## src/rtl/pipeline_hazard_ctrl.sv

```systemverilog
// Stall/flush sequencer for the 5-stage RV32 pipeline: merges cache freezes, load-use bubbles
// and EX mispredict redirects into per-stage controls, with saturating performance counters.
module pipeline_hazard_ctrl #(
    parameter int XLEN  = 32,
    parameter int CNT_W = 32
) (
    input  logic             clk,
    input  logic             rst_n,
    input  logic             i_icache_stall,
    input  logic             i_dcache_stall,
    input  logic [4:0]       i_id_rs1,
    input  logic [4:0]       i_id_rs2,
    input  logic             i_id_use_rs1,
    input  logic             i_id_use_rs2,
    input  logic             i_ex_memread,
    input  logic [4:0]       i_ex_rd,
    input  logic             i_ex_mispredict,
    input  logic [XLEN-1:0]  i_ex_target,
    output logic             o_pipe_stall,
    output logic             o_pc_hold,
    output logic             o_ifid_hold,
    output logic             o_ifid_flush,
    output logic             o_idex_bubble,
    output logic             o_idex_flush,
    output logic             o_pc_redirect,
    output logic [XLEN-1:0]  o_pc_redirect_target,
    output logic [CNT_W-1:0] o_perf_stall_cnt,
    output logic [CNT_W-1:0] o_perf_bubble_cnt,
    output logic [CNT_W-1:0] o_perf_flush_cnt
);

    typedef enum logic {
        ST_RUN  = 1'b0,
        ST_PEND = 1'b1
    } state_t;

    state_t           r_state;
    state_t           w_next_state;
    logic [XLEN-1:0]  r_pend_tgt;
    logic [CNT_W-1:0] r_stall_cnt;
    logic [CNT_W-1:0] r_bubble_cnt;
    logic [CNT_W-1:0] r_flush_cnt;

    logic             w_stall;
    logic             w_rs1_hit;
    logic             w_rs2_hit;
    logic             w_load_use;
    logic             w_capture;
    logic             w_pipe_stall;
    logic             w_pc_hold;
    logic             w_ifid_hold;
    logic             w_ifid_flush;
    logic             w_idex_bubble;
    logic             w_idex_flush;
    logic             w_pc_redirect;
    logic [XLEN-1:0]  w_redirect_target;

    assign w_stall    = i_icache_stall | i_dcache_stall;
    assign w_rs1_hit  = i_id_use_rs1 && (i_id_rs1 == i_ex_rd);
    assign w_rs2_hit  = i_id_use_rs2 && (i_id_rs2 == i_ex_rd);
    // x0 is never a real producer, so a load targeting it cannot create a hazard.
    assign w_load_use = i_ex_memread && (i_ex_rd != 5'd0) && (w_rs1_hit || w_rs2_hit);

    always_ff @(posedge clk) begin
        if (!rst_n) begin
            r_state    <= ST_RUN;
            r_pend_tgt <= '0;
        end else begin
            r_state <= w_next_state;
            if (w_capture) begin
                r_pend_tgt <= i_ex_target;
            end
        end
    end

    // Priority: reset > freeze > redirect (pending or live) > load-use bubble.
    always_comb begin
        w_next_state      = r_state;
        w_capture         = 1'b0;
        w_pipe_stall      = 1'b0;
        w_pc_hold         = 1'b0;
        w_ifid_hold       = 1'b0;
        w_ifid_flush      = 1'b0;
        w_idex_bubble     = 1'b0;
        w_idex_flush      = 1'b0;
        w_pc_redirect     = 1'b0;
        w_redirect_target = '0;
        if (rst_n) begin
            case (r_state)
                ST_RUN: begin
                    if (w_stall) begin
                        w_pipe_stall = 1'b1;
                        w_pc_hold    = 1'b1;
                        w_ifid_hold  = 1'b1;
                        if (i_ex_mispredict) begin
                            w_capture    = 1'b1;
                            w_next_state = ST_PEND;
                        end
                    end else if (i_ex_mispredict) begin
                        w_pc_redirect     = 1'b1;
                        w_redirect_target = i_ex_target;
                        w_ifid_flush      = 1'b1;
                        w_idex_flush      = 1'b1;
                    end else if (w_load_use) begin
                        w_pc_hold     = 1'b1;
                        w_ifid_hold   = 1'b1;
                        w_idex_bubble = 1'b1;
                    end
                end
                ST_PEND: begin
                    // EX is frozen here, so a new mispredict is stale; the captured one wins.
                    if (w_stall) begin
                        w_pipe_stall = 1'b1;
                        w_pc_hold    = 1'b1;
                        w_ifid_hold  = 1'b1;
                    end else begin
                        w_pc_redirect     = 1'b1;
                        w_redirect_target = r_pend_tgt;
                        w_ifid_flush      = 1'b1;
                        w_idex_flush      = 1'b1;
                        w_next_state      = ST_RUN;
                    end
                end
                default: begin
                    w_next_state = ST_RUN;
                end
            endcase
        end
    end

    always_ff @(posedge clk) begin
        if (!rst_n) begin
            r_stall_cnt  <= '0;
            r_bubble_cnt <= '0;
            r_flush_cnt  <= '0;
        end else begin
            if (w_pipe_stall && (r_stall_cnt != {CNT_W{1'b1}})) begin
                r_stall_cnt <= r_stall_cnt + CNT_W'(1);
            end
            if (w_idex_bubble && (r_bubble_cnt != {CNT_W{1'b1}})) begin
                r_bubble_cnt <= r_bubble_cnt + CNT_W'(1);
            end
            if (w_pc_redirect && (r_flush_cnt != {CNT_W{1'b1}})) begin
                r_flush_cnt <= r_flush_cnt + CNT_W'(1);
            end
        end
    end

    assign o_pipe_stall         = w_pipe_stall;
    assign o_pc_hold            = w_pc_hold;
    assign o_ifid_hold          = w_ifid_hold;
    assign o_ifid_flush         = w_ifid_flush;
    assign o_idex_bubble        = w_idex_bubble;
    assign o_idex_flush         = w_idex_flush;
    assign o_pc_redirect        = w_pc_redirect;
    assign o_pc_redirect_target = w_redirect_target;
    assign o_perf_stall_cnt     = rst_n ? r_stall_cnt  : '0;
    assign o_perf_bubble_cnt    = rst_n ? r_bubble_cnt : '0;
    assign o_perf_flush_cnt     = rst_n ? r_flush_cnt  : '0;

endmodule

```

## config.mk

```make
export PLATFORM = sky130hd
export DESIGN_NAME = pipeline_hazard_ctrl
export DESIGN_NICKNAME = d
export VERILOG_FILES = /design/src/rtl/pipeline_hazard_ctrl.sv
export SDC_FILE = /design/constraint.sdc
export NUM_CORES = 1
export LEC_CHECK = 0
export CAP_MARGIN = 20
export CORE_MARGIN = 2
export CORE_UTILIZATION = 53
export CTS_CLUSTER_DIAMETER = 40
export DETAILED_ROUTE_END_ITERATION = 16
export PLACE_DENSITY_LB_ADDON = 0.1
export SLEW_MARGIN = 10
export SYNTH_ARGS = -nofsm -noshare
export SYNTH_HDL_FRONTEND = slang
export SYNTH_SLANG_ARGS = --single-unit
```

## constraint.sdc

```tcl
create_clock -name clk -period 5.1 [get_ports clk]
set_clock_uncertainty 0.15 [all_clocks]
set_input_delay 0.765 -clock clk [delete_from_list [all_inputs] [get_ports clk]]
set_output_delay 0.765 -clock clk [all_outputs]
set_load 0.05 [all_outputs]
```

Word-level counts from Yosys, hierarchy flattened
Cells that the tools add are included.
{ "totals": {"input_bits": 55, "word_cells": 51, "reg_bits": 129} }
{ "classes": {"add_sub_neg": 3, "n_eq_ne": 5, "n_bitwise": 2, "mux": 27, "reduce_logical": 9} }
{ "op_table": {"columns": ["cell", "n"], "rows": [
  ["$mux 32", 7],
  ["$add 32x1->32 const B", 3],
  ["$ne 32x32->1 const B", 3],
  ["$pmux 32 s2", 1],
  ["$mux 1", 16],
  ["$eq 5x5->1", 2],
  ["$logic_and 1x1->1", 7],
  ["$pmux 1 s2", 3],
  ["$reduce_bool 5->1", 1],
  ["$logic_or 1x1->1", 1],
  ["$not 1->1", 1],
  ["$or 1x1->1", 1]
]} }

Logic depth before layout (Yosys ltp)
Gate-level depths: netlist (run 1).
{ "depth": {"word_depth": 10, "mapped_depth": 9, "ltp_nobuf": 7} }

Worst setup path after synthesis (run 1)
OpenSTA, ideal clock, no wires.
{ "synth_path": {"kind": "input -> output", "start": "in i_ex_rd[0]", "end": "out o_pc_hold", "required_time_ns": 4.185, "path_buffers": 1, "stages": 5, "setup_slack_ns": 1.794, "arrival_time_ns": 2.391, "cell_sequence": "or4_1 -> o2111ai_1 -> nand2b_1 -> nand2_1 -> buf_4"} }
{ "synth_via": {"elab_chain_cells": 9, "word_cells_on_any_way": 13, "classes_between": "eq/ne (2); mux (5); reduce/logical (6)"} }
{ "synth_rtl": {"columns": ["item", "line", "rtl"], "rows": [
  ["from (decl)", "16", "input logic [4:0] i_ex_rd,"],
  ["$eq 5x5->1, on equally long branches", "59, 60", null],
  ["$logic_and 1x1->1, on equally long branches", "59, 60", null],
  ["$logic_or 1x1->1", "62", "assign w_load_use = i_ex_memread && (i_ex_rd != 5'd0) && (w_rs1_hit || w_rs2_hit);"],
  ["$logic_and 1x1->1 (*)", "62", null],
  ["$mux 1 (*) (3 in series)", null, null],
  ["$pmux 1 s2 (*)", null, null],
  ["$mux 1 (*)", null, null],
  ["to (decl)", "20", "output logic o_pc_hold,"]
]} }
Every way passes the cells marked *; elsewhere a longest branch is shown, timed or not.

Final worst setup path (run 1)
{ "layout_path": {"start": "in i_dcache_stall", "end": "out o_pc_redirect_target[22]"} }
{ "layout_via": {"elab_chain_cells": 4, "word_cells_on_any_way": 5, "classes_between": "mux (4); bitwise (1)"} }
{ "layout_rtl": {"columns": ["item", "line", "rtl"], "rows": [
  ["from (decl)", "10", "input logic i_dcache_stall,"],
  ["$or 1x1->1 (*)", "58", "assign w_stall = i_icache_stall | i_dcache_stall;"],
  ["$mux 32, on equally long branches", "112, 91", null],
  ["$pmux 32 s2 (*)", "89", "case (r_state)"],
  ["$mux 32 (*)", "88", "if (rst_n) begin"],
  ["to (decl)", "26", "output logic [XLEN-1:0] o_pc_redirect_target,"]
]} }
Marks and branches as above.

==> results by group, run 1 <==
Route
  – Post-Route WL: 18.0 mm
  – DR vias: 6,750
  – Post-DRT Antenna Nets: 0
  – DR vias/cell: 5.52
  – DR WL/cell: 14.7 microns
  – DRC: 0
  – 1st-iter DRT viols: 441
  – TritonRoute pass-1 iters: 7

Synth
  – Largest family of logic cells by synthesized area: simple AND/OR/NAND/NOR gates
  – Area contributors post-synth: dfxtp_1 (38%), and2_1 (8.2%), nor2_1 (6.0%)
  – Top_reg_cell synth: dfxtp_1
  – Syn Area/Cell: 7.89 sq um
  – Synth area leader: dfxtp_1
  – Ys async rst share: 0
  – Xor-xnor portion of the synthesized cell area: 0.0802
  – Simple logic cell fraction of the synthesized area: 0.355
  – Synth Instances: 872
  – Post-Synth Adder-Cell Area: 0.00545
  – Mux cell area share after synthesis: 0.0320
  – Post-synth EDFFs: 0
  – Sequential cell area fraction in the yosys report: 0.375
  – Complex-gate fraction of the synthesized area: 0.113
  – Synthesized cell area: 6880 sq um
  – Yosys Warn Count: 0
  – #FFs+latches synth: 129
  – Synth cell types: 52
  – Synth Net Count: 930
  – Top cell type's share of synthesized area: 0.375

Power
  – Cell area power density: 256 nW/um^2
  – Lkg Pwr: 3.30 nW
  – Max VDD drop: 0.000231 V

Die
  – Full die area: 13,900 sq um
  – I/O Pins: 190
  – Core area: 12,700 sq um
  – Row cnt: 41
  – Die width: 118 microns
  – Height of the die: 118 microns
  – Initial Util: 0.543

Timing
  – Final Hold Violating Endpoints: 0
  – Fin Setup TNS: 0 ps
  – # setup viols final: 0
  – RSZ-0062 raised after global routing: false
  – Worst-Margin Slew: 821 ps
  – Relative slew slack: 0.451
  – Post-route minimum period: 4170 ps
  – Final Cycle Share: 0.818
  – Peak Freq: 240 MHz
  – Final Max Slew Viols: 0
  – Min Hold Slack: 303 ps

Clock tree
  – CTS resizes: 0
  – Root Buffer: clkbuf_16
  – Hold Buf Count CTS: 0
  – CTS tree: built
  – Cts bufs inserted: 17
  – H-tree depth: 4
  – Buffers from clock root to sink, at most: 2
  – Clk slew on worst S/H paths: 60 ps
  – # clock sinks: 129
  – Insertion delay to the later sink of the worst-skew pair: 410 ps
  – # Post-CTS Setup Buffers: 0

Critical path
  – Maximum fanout along the worst path: 21
  – CP Cell Sequence: clkdlybuf4s50_1 > nor2_1 > buf_4 > and3_1 > a22o_1 > clkdlybuf4s50_1
  – Crit path buf inv count: 3
  – RR Endpoint: r_bubble_cnt[17]$_SDFFE_PN0P_
  – Critical path's top delay family: buffers and inverters
  – R2R setup slack: 1920 ps
  – Critical path type: input pin to primary output
  – Slowest cell on crit path: clkdlybuf4s50_1
  – Worst setup SP type: input pin
  – Critical path capture point type: primary output
  – Cell repeated most along the worst path: clkdlybuf4s50_1
  – Worst r2r src: r_bubble_cnt[0]$_SDFFE_PN0P_
  – Crit path arrival time: 3260 ps
  – CP Launch Point: i_dcache_stall
  – CP Data Required Time: 4180 ps
  – Worst reg2reg path depth: 7
  – Slowest stage delay, CP: 830 ps

Place
  – Placed Area: 8860 sq um
  – Port Buf Inserts: 189
  – HPWL Detailed: 12.5 mm
  – Routability cong.: 0.854
  – Inst Count DP: 1,192

Worst hold path
  – Worst Hold Path Cells: 2
  – Beginning of the worst hold path: r_pend_tgt[19]$_SDFFE_PN0P_
  – Hold Path End: r_pend_tgt[19]$_SDFFE_PN0P_
  – Worst Hold Class: register to register

Run
  – Max-cap violations: 0

Run status
  – Status: completed

Global route
  – First-pass GRT wire length: 29.6 mm
  – Initial antenna violation count: 0
  – GRT overflow: 0
  – Tot GR Track Use: 0.255
  – Vias in the first global route: 6,206
  – Largest net degree at the start of global routing: 51

Finish
  – Layout Nets: 1,097
  – N_diodes: 0
  – Layout filler cell count: 1,023
  – Area grow syn2layout: 37.0%
  – Fin cells: 1,222
  – Final instance area: 9430 sq um
  – Layout cells sized above 1: 0.0705
==> cell type report <==
type | count | area [sq um] | share of cell area
repair buffers | 200 | 1970 | 0.209
multi-input cells | 679 | 4040 | 0.429
well taps | 172 | 215 | 0.0228
clock inverters | 6 | 80.1 | 0.00849
flip-flops and latches | 129 | 2580 | 0.274
inverters | 12 | 47.5 | 0.00504
clock buffers | 24 | 492 | 0.0522
==> Yosys cell counts (4+ instances only) <==
library cell	instances
buf_2	4
nor4_1	7
nand3_1	38
or4_1	8
mux2_2	16
clkbuf_1	42
xor2_1	26
or2_2	4
and3_1	10
a22oi_1	11
xnor2_1	37
or3_1	14
o21ai_0	21
a21oi_1	45
nor3_1	23
nand2_1	105
nand4_1	29
a22o_1	21
and4_1	10
and2_1	90
mux2i_1	4
dfxtp_1	129
o31ai_1	9
inv_1	12
nand2b_1	8
buf_4	6
nor2_1	110
==> per-layer routing <==
layer,vias up,GRT usage,share of wire
li1,3350,-,-
met1,3143,0.327,0.45
met2,229,0.411,0.47
met3,28,0.0707,0.063
met4,0,0.0873,0.019
met5,-,0,0
==> metrics by stage <==
step            util  setup slack (ps)  total power [mW]
2_1_floorplan      -              1790              1.16
4_1_cts        0.744               926              2.42
3_3_place_gp   0.699               980              1.25
6_report       0.744               926              2.41
5_1_grt        0.744               827              2.48
3_5_place_dp   0.699               928              1.25
==> worst max path at each step <==
stage / endpoint / slack (ps) / cells past startpoint
4_1_cts: o_pc_redirect_target[22] / 930 / 6
6_report: o_pc_redirect_target[22] / 930 / 6
2_1_floorplan: o_pc_hold / 1790 / 5
3_3_place_gp: o_pc_redirect_target[7] / 980 / 6
5_1_grt: o_pc_redirect_target[22] / 830 / 6
3_5_place_dp: o_pc_redirect_target[22] / 930 / 6
==> layout by cell type (no fill, tap or decap), types with 22 or more instances in the layout <==
| cell type | netlist | routed |
|---|---|---|
| and2_1 | 90 | 90 |
| xnor2_1 | 37 | 37 |
| xor2_1 | 26 | 26 |
| clkdlybuf4s50_1 | 0 | 188 |
| a21oi_1 | 45 | 45 |
| nand4_1 | 29 | 29 |
| nand3_1 | 38 | 38 |
| nor2_1 | 110 | 109 |
| nor3_1 | 23 | 22 |
| dfxtp_1 | 129 | 129 |
| nand2_1 | 105 | 105 |
==> state kept, by name, indices dropped and copies added, names as in the netlist <==
register / count
r_state: 1
r_stall_cnt: 32
r_flush_cnt: 32
r_pend_tgt: 32
r_bubble_cnt: 32
==> worst min-delay path, stage by stage (launching register included) <==
cell	delay, ps
dfxtp_1	310
nand2_1	50
a21oi_1	50
==> where the power goes <==
part,internal (mW),switching [mW]
clock,0.762,0.419
combinational,0.0816,0.114
sequential,1.02,0.00990
==> cells by family after synthesis <==
group                      after synthesis
muxes                                   20
AOI/OAI and AO/OA                      121
buffers and inverters                   64
DFF                                    129
and+or+nand+nor                        472
adders and majority gates                3
xor gates and xnor gates                63
(Power assumes the default switching activity.)
==> run 2: changes to the inputs <==
Settings changed: CORE_UTILIZATION 53 to 44.
Clock period 5.1 ns to 3.45 ns, I/O delays scaled along.
==> run 2 against run 1 <==
  * Register-to-register slack worse by 1100 ps
  * Flip-flop and latch count unchanged
  * Die area up 20%
  * Count of clock-buffer cells in the layout grew 1
  * Critical path depth unchanged
  * Cell area grew 4.5%
  * Combinational power increased by 61%
  * Core utilization decreased by 9.8 points
  * Global-route usage down 3.0 points
  * Non-clock buffer count rose by 4
  * Via count fell by 2.2%
  * Highest routed layer unchanged
==> results by group, run 2 (synthesis results as in run 1) <==
Finish
  – Layout Nets: 1,101 (+0.36%)
  – Most frequent cells in the layout: clkdlybuf4s50_1 (145), dfxtp_1 (129), nor2_1 (109)
  – N_diodes: 0 (unchanged)
  – Area grow syn2layout: 43.2%
  – Layout cells sized above 1: 0.114 (+0.0433)
  – Layout filler cell count: 1,354 (+32%)
  – Commonest non-fill, non-tap cell in the layout: clkdlybuf4s50_1

Critical path
  – Slowest stage delay, CP: 560 ps (-270 ps)
  – Critical path's top delay family: simple AND/OR/NAND/NOR gates
  – CP Data Required Time: 2780 ps (-1400 ps)
  – Worst r2r src: r_bubble_cnt[0]$_SDFFE_PN0P_
  – RR Endpoint: r_bubble_cnt[30]$_SDFFE_PN0P_
  – Crit path arrival time: 2500 ps (-760 ps)
  – R2R setup slack: 790 ps (-1130 ps)
  – CP Launch Point: i_ex_rd[0]
  – Critical path depth in cells: 6 (unchanged)
  – Critical path capture point type: primary output
  – Critical path type: input pin to primary output
  – Maximum fanout along the worst path: 4 (-81%)
  – Worst reg2reg path depth: 8 (+1)
  – CP Cell Sequence: clkdlybuf4s50_1 > or4_1 > o2111ai_1 > nand2b_1 > nand2_1 > buf_12
  – Worst setup SP type: input pin
  – Slowest cell on crit path: or4_1
  – Crit path buf inv count: 2 (-1)

Timing
  – Final Cycle Share: 0.918
  – Post-route minimum period: 3170 ps
  – Worst-Margin Slew: 799 ps (-22.3 ps)
  – Peak Freq: 316 MHz
  – Fin Setup TNS: 0 ps (unchanged)
  – # setup viols final: 0 (unchanged)
  – RSZ-0062 raised after global routing: false
  – Final Max Slew Viols: 0 (unchanged)
  – Final Hold Violating Endpoints: 0 (unchanged)
  – Relative slew slack: 0.463 (+0.0122)

Die
  – Full die area: 16,700 sq um (+20%)
  – Die width: 129 microns (+9.4%)
  – Height of the die: 129 microns (+9.4%)
  – Row cnt: 45 (+9.8%)
  – Core area: 15,300 sq um (+20%)
  – I/O Pins: 190 (unchanged)
  – Initial Util: 0.451 (-0.0921)

Route
  – DR vias/cell: 5.22 (-5.6%)
  – 1st-iter DRT viols: 364 (-17%)
  – Post-DRT Antenna Nets: 0 (unchanged)
  – DRC: 0 (unchanged)
  – DR vias: 6,603 (-2.2%)
  – DR WL/cell: 14.7 microns (about the same)
  – TritonRoute pass-1 iters: 5 (-2)
  – Post-Route WL: 18.6 mm (+3.5%)

Clock tree
  – CTS tree: built
  – Clk slew on worst S/H paths: 50 ps (about the same)
  – # clock sinks: 129 (unchanged)
  – Insertion delay to the later sink of the worst-skew pair: 410 ps (about the same)
  – CTS resizes: 0 (unchanged)
  – Root Buffer: clkbuf_16
  – H-tree depth: 4 (unchanged)
  – Hold Buf Count CTS: 0 (unchanged)
  – # Post-CTS Setup Buffers: 0 (unchanged)
  – Buffers from clock root to sink, at most: 2 (unchanged)
  – Cts bufs inserted: 17 (unchanged)

Global route
  – First-pass GRT wire length: 30.3 mm (+2.4%)
  – Vias in the first global route: 6,130 (-1.2%)
  – GRT overflow: 0 (unchanged)
  – M2 GR Usage: 0.368 (-0.0438)
  – Initial antenna violation count: 0 (unchanged)
  – Met3 Use GR: 0.0553 (-0.0154)
  – Tot GR Track Use: 0.225 (-0.0298)
  – Largest net degree at the start of global routing: 82 (+61%)
  – Most crowded layer after global routing: met2
  – Met1 usage: 0.294 (-0.0326)

Run
  – Max-cap violations: 0 (unchanged)

Place
  – HPWL Detailed: 12.9 mm (+3.1%)
  – Port Buf Inserts: 189 (unchanged)
  – Routability cong.: 0.807 (-5.6%)

Power
  – Pwr Total: 3.59 mW (+49%)
  – Lkg Pwr: 3.50 nW (+6.3%)
  – Max VDD drop: 0.000356 V (+54%)
  – Cell area power density: 364 nW/um^2 (+43%)

Worst hold path
  – Worst Hold Class: register to register
  – Hold Path End: r_pend_tgt[7]$_SDFFE_PN0P_
  – Worst Hold Path Cells: 2 (unchanged)
  – Beginning of the worst hold path: r_pend_tgt[7]$_SDFFE_PN0P_

Run status
  – Status: completed
run 2: cell types whose count changed in the layout (fill, tap and decap cells not counted):
cell	delta
clkbuf_8	-1
clkdlybuf4s50_1	-43
clkbuf_1	+2
buf_12	+37
buf_4	+10
run 2: final cells by class:
class                   instances  area [sq um]  share of cell area
inverters                      12          47.5             0.00482
well taps                     211           264              0.0268
repair buffers                204          2350               0.239
flip-flops and latches        129          2580               0.262
clock inverters                 6          80.1             0.00812
multi-input cells             679          4040               0.410
clock buffers                  25           485              0.0493
run 2: worst max path at each step:
stage                                         to  slack [ps]
finish                                 o_pc_hold         280
global route                           o_pc_hold         150
CTS                                    o_pc_hold         260
detailed placement  r_bubble_cnt[1]$_SDFFE_PN0P_         250
global placement                       o_pc_hold         310
floorplan                              o_pc_hold         640
run 2: tightest hold or removal path, stage by stage (launching register included):
cell	delay, ps
dfxtp_1	300
nand2_1	50
a21oi_1	50
run 2: per-stage QoR:
step / worst slack (ps) / util / hold slack (ps) / area, sq um / instances
detailed placement: 249 / 0.609 / 297 / 9290 / 1235
finish: 284 / 0.646 / 304 / 9860 / 1266
global route: 150 / 0.646 / 322 / 9860 / 1266
floorplan: 639 / - / 284 / 6880 / 872
CTS: 261 / 0.646 / 305 / 9860 / 1266
global placement: 310 / 0.609 / 292 / 9290 / 1235
run 2: where the power goes:
part | switching [mW] | internal, mW | total, mW | leakage [nW]
registers | 0.0132 | 1.51 | 1.53 | 1.04
logic | 0.176 | 0.140 | 0.316 | 2.18
clock network | 0.637 | 1.11 | 1.75 | 0.281
run 2: per-layer routing:
layer	wire length (microns)	part of all wire	up-vias
met5	0	0	-
met4	269	0.014	0
met3	929	0.050	21
met2	8810	0.47	166
met1	8600	0.46	3055
li1	-	-	3361
